**config.mk**
```make
export PLATFORM = sky130hd
export DESIGN_NAME = speed_sched
export DESIGN_NICKNAME = d
export VERILOG_FILES = /design/src/rtl/speed_sched.sv
export SDC_FILE = /design/constraint.sdc
export NUM_CORES = 1
export LEC_CHECK = 0
export BUFFER_PORTS_ARGS = -buffer_cell sky130_fd_sc_hd__buf_2
export CAP_MARGIN = 20
export CORE_AREA = 4 4 85 87
export CTS_CLUSTER_DIAMETER = 100
export DETAILED_ROUTE_END_ITERATION = 7
export DIE_AREA = 0 0 89 91
export GPL_ROUTABILITY_DRIVEN = 0
export GPL_TIMING_DRIVEN = 0
export PLACE_DENSITY = 0.73
export SLEW_MARGIN = 5
export SYNTH_ARGS = -nofsm -noshare
export SYNTH_HDL_FRONTEND = slang
export SYNTH_SLANG_ARGS = --single-unit
```
**constraint.sdc**
```tcl
create_clock -name clk -period 2.7 [get_ports clk]
set_input_delay 0.54 -clock clk [delete_from_list [all_inputs] [get_ports clk]]
set_output_delay 0.54 -clock clk [all_outputs]
set_load 0.01 [all_outputs]
```
**src/rtl/speed_sched.sv**
```systemverilog
// Playback-speed scheduler: forwards or drops each valid audio sample using a
// fractional phase accumulator so decimation runs from 1.0x to 15.94x in 1/16 steps.
//
// state | meaning
// IDLE  | no sample seen since reset; next sample is forwarded unconditionally
// RUN   | normal decimation with speed_active
// PEND  | new speed captured; waits for the next sample to switch on
module speed_sched #(
    parameter int DATA_WIDTH    = 32,
    parameter int DEFAULT_SPEED = 32
) (
    input  logic                  clk,
    input  logic                  reset_n,
    input  logic [DATA_WIDTH-1:0] audio_in,
    input  logic                  valid_in,
    output logic [DATA_WIDTH-1:0] audio_out,
    output logic                  valid_out,
    input  logic [7:0]            cfg_speed,
    input  logic                  cfg_valid,
    output logic                  cfg_ready,
    output logic [7:0]            speed_active
);

    localparam logic [7:0] SPEED_RST = 8'(DEFAULT_SPEED);

    typedef enum logic [1:0] {IDLE, RUN, PEND} state_t;

    state_t      state;
    logic [8:0]  acc;
    logic [7:0]  speed_pend;
    logic        cfg_accept;
    logic [8:0]  sum;
    logic [8:0]  speed_ext;
    logic [7:0]  cfg_clamped;

    assign cfg_accept  = cfg_valid && cfg_ready;
    assign sum         = acc + 9'd16;
    assign speed_ext   = {1'b0, speed_active};
    assign cfg_clamped = (cfg_speed < 8'd16) ? 8'd16 : cfg_speed;

    always_ff @(posedge clk) begin
        if (!reset_n) begin
            state        <= IDLE;
            acc          <= '0;
            audio_out    <= '0;
            valid_out    <= 1'b0;
            speed_active <= SPEED_RST;
            speed_pend   <= SPEED_RST;
            cfg_ready    <= 1'b1;
        end else begin
            valid_out <= 1'b0;
            case (state)
                IDLE: begin
                    if (valid_in) begin
                        audio_out <= audio_in;
                        valid_out <= 1'b1;
                        acc       <= '0;
                        state     <= RUN;
                    end
                end
                RUN: begin
                    if (valid_in) begin
                        if (sum >= speed_ext) begin
                            audio_out <= audio_in;
                            valid_out <= 1'b1;
                            acc       <= sum - speed_ext;
                        end else begin
                            acc <= sum;
                        end
                    end
                end
                PEND: begin
                    if (valid_in) begin
                        speed_active <= speed_pend;
                        acc          <= '0;
                        audio_out    <= audio_in;
                        valid_out    <= 1'b1;
                        cfg_ready    <= 1'b1;
                        state        <= RUN;
                    end
                end
                default: state <= IDLE;
            endcase
            // A request accepted alongside a sample still lets that sample use the old speed above.
            if (cfg_accept) begin
                speed_pend <= cfg_clamped;
                cfg_ready  <= 1'b0;
                state      <= PEND;
            end
        end
    end

endmodule

```
* Yosys cells after proc, flatten, opt, wreduce, memory -nomap -nowiden
Cells that the tools add are included.
Widths: inputs -> output; s select.
** Operators by class
- Multiplexer cells :: 19
- Equal/unequal tests :: 7
- Reduce and logical (&&, ||, !) cells :: 13
- Add/sub/neg operators :: 2
- $lt $le $gt $ge :: 2
- Bitwise operators :: 2
** Operators with widths (number)
- $mux 32 :: 3
- $pmux 32 s2 :: 1
- $mux 9 :: 3
- $pmux 9 s2 :: 1
- $add 9x5->9 const B :: 1
- $ge 9x8->1 :: 1
- $sub 9x8->9 :: 1
- $lt 8x5->1 const B :: 1
- $mux 8 :: 1
- $reduce_and 2->1 :: 4
- $mux 1 :: 6
- $ne 2x2->1 const B :: 3
- $reduce_bool 2->1 :: 3
- $mux 2 :: 2
- $pmux 2 s2 :: 1
- $reduce_and 4->1 :: 1
- $reduce_or 2->1 :: 2
- $ne 3x1->1 const B :: 1
- $reduce_and 3->1 :: 1
- $eq 2x1->1 const B :: 1
- $eq 2x2->1 const B :: 1
- $logic_not 2->1 :: 1
- $ne 2x1->1 const B :: 1
- $not 1->1 :: 2
- other kinds (2) :: 2
** Storage, ports and cells
- Register bits :: 61
- Output and inout port bits :: 42

* Longest topological paths before layout
- Word-level depth :: 5
- Mapped depth :: 11
- Mapped depth without buffers :: 10

* Worst setup path after synthesis
OpenSTA, ideal clock, no wires.
- Path kind :: reg2reg
- Start :: register acc[4]
- End :: register audio_out[0]
- Setup slack :: 0.027 ns
- Cell stages (with the launch flop) :: 11
- Buffers on the path :: 2
- Arrival time :: 2.601 ns
- Clock period less this slack :: 2.673 ns
- Path through :: dfxtp_1 > ha_1 > xor2_1 > ha_1 > buf_6 > a21o_1 > a2111oi_4 > o21ai_4 > o21ai_4 > buf_12 > mux2i_1
** Between the ends
- Longest elaborated chain between the ends :: 4
** Ends and longest elaborated chain
- start: declaration :: line 29 : logic [8:0] acc;
- start signal: assignment :: line 66 : acc <= sum - speed_ext;
- start signal: assignment :: line 68 : acc <= sum;
- $add 9x5->9 :: line 37 : assign sum = acc + 9'd16;
- $ge 9x8->1 :: line 63 : if (sum >= speed_ext) begin
- $ne 2x2->1 (no source line)
- $reduce_and 4->1 (no source line)
- end signal: assignment :: line 55 : audio_out <= audio_in;
- end signal: assignment :: line 64 : audio_out <= audio_in;
- end signal: assignment :: line 76 : audio_out <= audio_in;
- end: declaration :: line 16 : output logic [DATA_WIDTH-1:0] audio_out,
Every way passes these cells.
A chain may end at the register's enable or synchronous reset.

* Worst setup path in the final report
- Start :: register acc[4]
- End :: register audio_out[25]
Same word-level chain as after synthesis.

==> flow_summary_export.csv <==
group,metric,value,unit
run_status,status,"finished with violations",
run_status,violations,"setup timing",
clock_network,cts.root.buffer_cell,"clkbuf_8",
floorplan,die_area,8100,um2
hold_path,worstHoldStart,"audio_in[19]",
power,swShare,26.9,%
drt,dr.pass1.iters,4,
sta,hold_viol,0,
critical_path,setup.worst_path.end_class,"flip-flop",
drt,drtAntennaViolNets,0,
hold_path,hp-class,"in -> reg",
logic_synthesis,synth_warnings,0,
floorplan,die_x,89,um
logic_synthesis,syn_area,2890,um2
critical_path,cp-startpoint,"acc[4]",
sta,period_needed,2.70,ns
clock_network,cts-htree-levels,3,
drt,drt-wirelength-per-cell,14.2,um
global_route,first_global_vias,2454,
floorplan,core,6350,um2
floorplan,start_util,45.4,%
logic_synthesis,syn_area_per_cell,8.82,um2
logic_synthesis,synth.net_count,381,
sta,drv_slew,0,
power,comb_power_share,15.9,%
global_route,grt.overflow.total,0,
sta,max_slew.worst_pin.slew,0.511,ns
logic_synthesis,synth_top_cell_area_share,42.3,%
logic_synthesis,synthFlopType,"dfxtp_1",
global_route,grt_max_degree,12,
clock_network,cts.sinks,61,
logic_synthesis,synth_cell_types,41,
drt,drc_errors,0,
finish,num-fill-cells,563,
drt,drt-total-wl,7240,um
sta,timing.final.ws_setup,-0.00247,ns
critical_path,crit_required,2.96,ns
clock_network,clk_latency,0.33,ns
finish,area_delta_synth_final,30.4,%
sta,slew_headroom,65.9,%
logic_synthesis,yosysMostFrequentCell,"nand2_1",
logic_synthesis,synthCells,327,
power,seqPwrFrac,45.6,%
power,clock_power_share,38.5,%
logic_synthesis,synth-seq-cells,61,
clock_network,cts_made_buffers,9,
power,p_sw,0.000577,W
floorplan,die_y,91,um
finish,num-nets-final,483,
logic_synthesis,netlist_top_cells_count,"nand2_1, dfxtp_1, mux2i_1",
clock_network,cts_buffer_depth,2,
finish,multi_input_area,1530,um2
drt,viasPerCell,5.03,
drt,vias,2571,
finish,seq_area,1230,um2
finish,diodes,0,
critical_path,startpoint_type,"flip-flop",
finish,final_util,59.2,%
drt,drt_iter0_drc,95,
critical_path,crit_arrival,2.97,ns
floorplan,pin_count,86,
sta,grt_setup_unrepaired,"yes",
clock_network,path_clk_slew,0.07,ns
logic_synthesis,ys_top_cells_by_area,"dfxtp_1, mux2i_1, nand2_1",
logic_synthesis,synth_edf_count,0,
global_route,grt_util_all_layers,17.8,%
global_route,antenna_found_initial,0,
logic_synthesis,yosys.area.top_type,"dfxtp_1",
placed_design,io_buffers,84,
logic_synthesis,synthArstFlopShare,0,%
logic_synthesis,ys_seq_area_share,42.3,%
sta,clock_skew,0.0104,ns
finish,layout-drive-gt1-share,27.9,%
critical_path,crit_fanout,8,
placed_design,hpwl,5210,um
critical_path,reg2reg_from,"acc[4]",
power,p_int,0.00157,W
sta,period_share,100,%
sta,setup_violations,2,
job,maxCapViolCount,0,
power,p_per_area,570,nW/um2
floorplan,num_rows,29,
clock_network,cts_tree,"done",
global_route,grt_pass1_wl,11600,um
critical_path,path_class,"reg -> reg",
power,leakagePower,1.83,nW
placed_design,dp_slack,-0.288,ns
power,ir_drop,0.356,mV
sta,fmax,370,MHz
==> critical path, cell delays in order, from the launching register on <==
cell and delay [ns]:
dfxtp_4 0.37, ha_4 0.18, xor2_2 0.15, ha_1 0.31, buf_6 0.14, a21o_1 0.18, a2111oi_4 0.49, o21ai_4 0.14
o21ai_4 0.17, buf_12 0.17, clkbuf_16 0.16, mux2i_1 0.17
==> final cells by class <==
class,count,share of cell area [%]
Clock inverter,5,1.56
Clock buffer,11,3.76
Timing Repair Buffer,91,14.3
Tap cell,77,2.56
Buffer,16,3.09
Inverter,15,1.50
Sequential cell,61,32.6
Multi-Input combinational cell,235,40.6
==> cell families after synthesis <==
group | synth area share [%]
adder cells (fa/ha/maj) | 4.60
flip-flops | 42.3
AND/OR/NAND/NOR | 19.0
buffers and inverters | 5.98
multiplexers | 14.6
XOR/XNOR | 2.12
AO/OA/AOI/OAI | 11.4
==> routing by layer <==
| metal | track usage, % | wire (um) | vias to the layer above |
|---|---|---|---|
| met2 | 29.6 | 3610 | 64 |
| li1 | - | - | 1313 |
| met5 | 0 | 0 | - |
| met3 | 3.44 | 356 | 18 |
| met1 | 22.6 | 3090 | 1176 |
| met4 | 6.58 | 187 | 0 |
==> power groups by stage <==
| stage | Combinational, W | Sequential, W | Clock, W |
|---|---|---|---|
| after floorplan | 0.000177 | 0.00102 | 0 |
| after global placement | 0.000300 | 0.000996 | 0 |
| after detailed placement | 0.000306 | 0.000998 | 0 |
| after CTS | 0.000319 | 0.000978 | 0.000841 |
| after global routing | 0.000374 | 0.000982 | 0.000889 |
| final | 0.000341 | 0.000977 | 0.000826 |
==> path summary, 6_finish.rpt <==
check	cells past startpoint	slack [ns]	end
worst min register to register	2	0.46	audio_out[24]
worst max-delay path	11	-0.002	audio_out[25]
worst max register to register	11	-0.002	audio_out[25]
worst min-delay path	3	0.44	audio_out[19]
==> sequential cells by signal, summed over array words and instances (netlist names) <==
register      count
audio_out        32
acc               9
speed_active      8
speed_pend        8
state             2
cfg_ready         1
valid_out         1
==> cells in the final DEF (no fill, tap or decap), drive strengths merged, types with 2 or more instances in the layout <==
cell	instances
nand3	9
o21a	3
xor2	4
nand4	4
xnor2	3
a21o	2
mux2i	42
nor3	3
clkinvlp	2
clkbuf	26
nand2	83
inv	16
a22oi	4
buf	92
o31ai	2
a31oi	2
nor2	23
nor2b	4
and2	2
o21ai	9
dfxtp	61
ha	9
a21oi	11
==> stage by stage <==
step / area [um2] / TNS (ns) / instances / hold WS (ns) / total power, W
floorplan: 2890 / 0 / 327 / 0.435 / 0.00119
global placement: 3400 / -7.25 / 488 / 0.442 / 0.00130
detailed placement: 3400 / -8.11 / 488 / 0.449 / 0.00130
CTS: 3650 / 0 / 507 / 0.432 / 0.00214
global route: 3760 / -2.74 / 511 / 0.441 / 0.00225
finish: 3760 / -0.00392 / 511 / 0.439 / 0.00214
==> what timing repair did <==
action / CTS / global route
buffers inserted: 3 / 1
gates resized for setup: 3 / 7
hold buffers: 0 / 0
cloned: 0 / 3
endpoints found under the setup margin: 34 / 40
pin swaps: 2 / 5
Power figures use the tool's default switching activity.
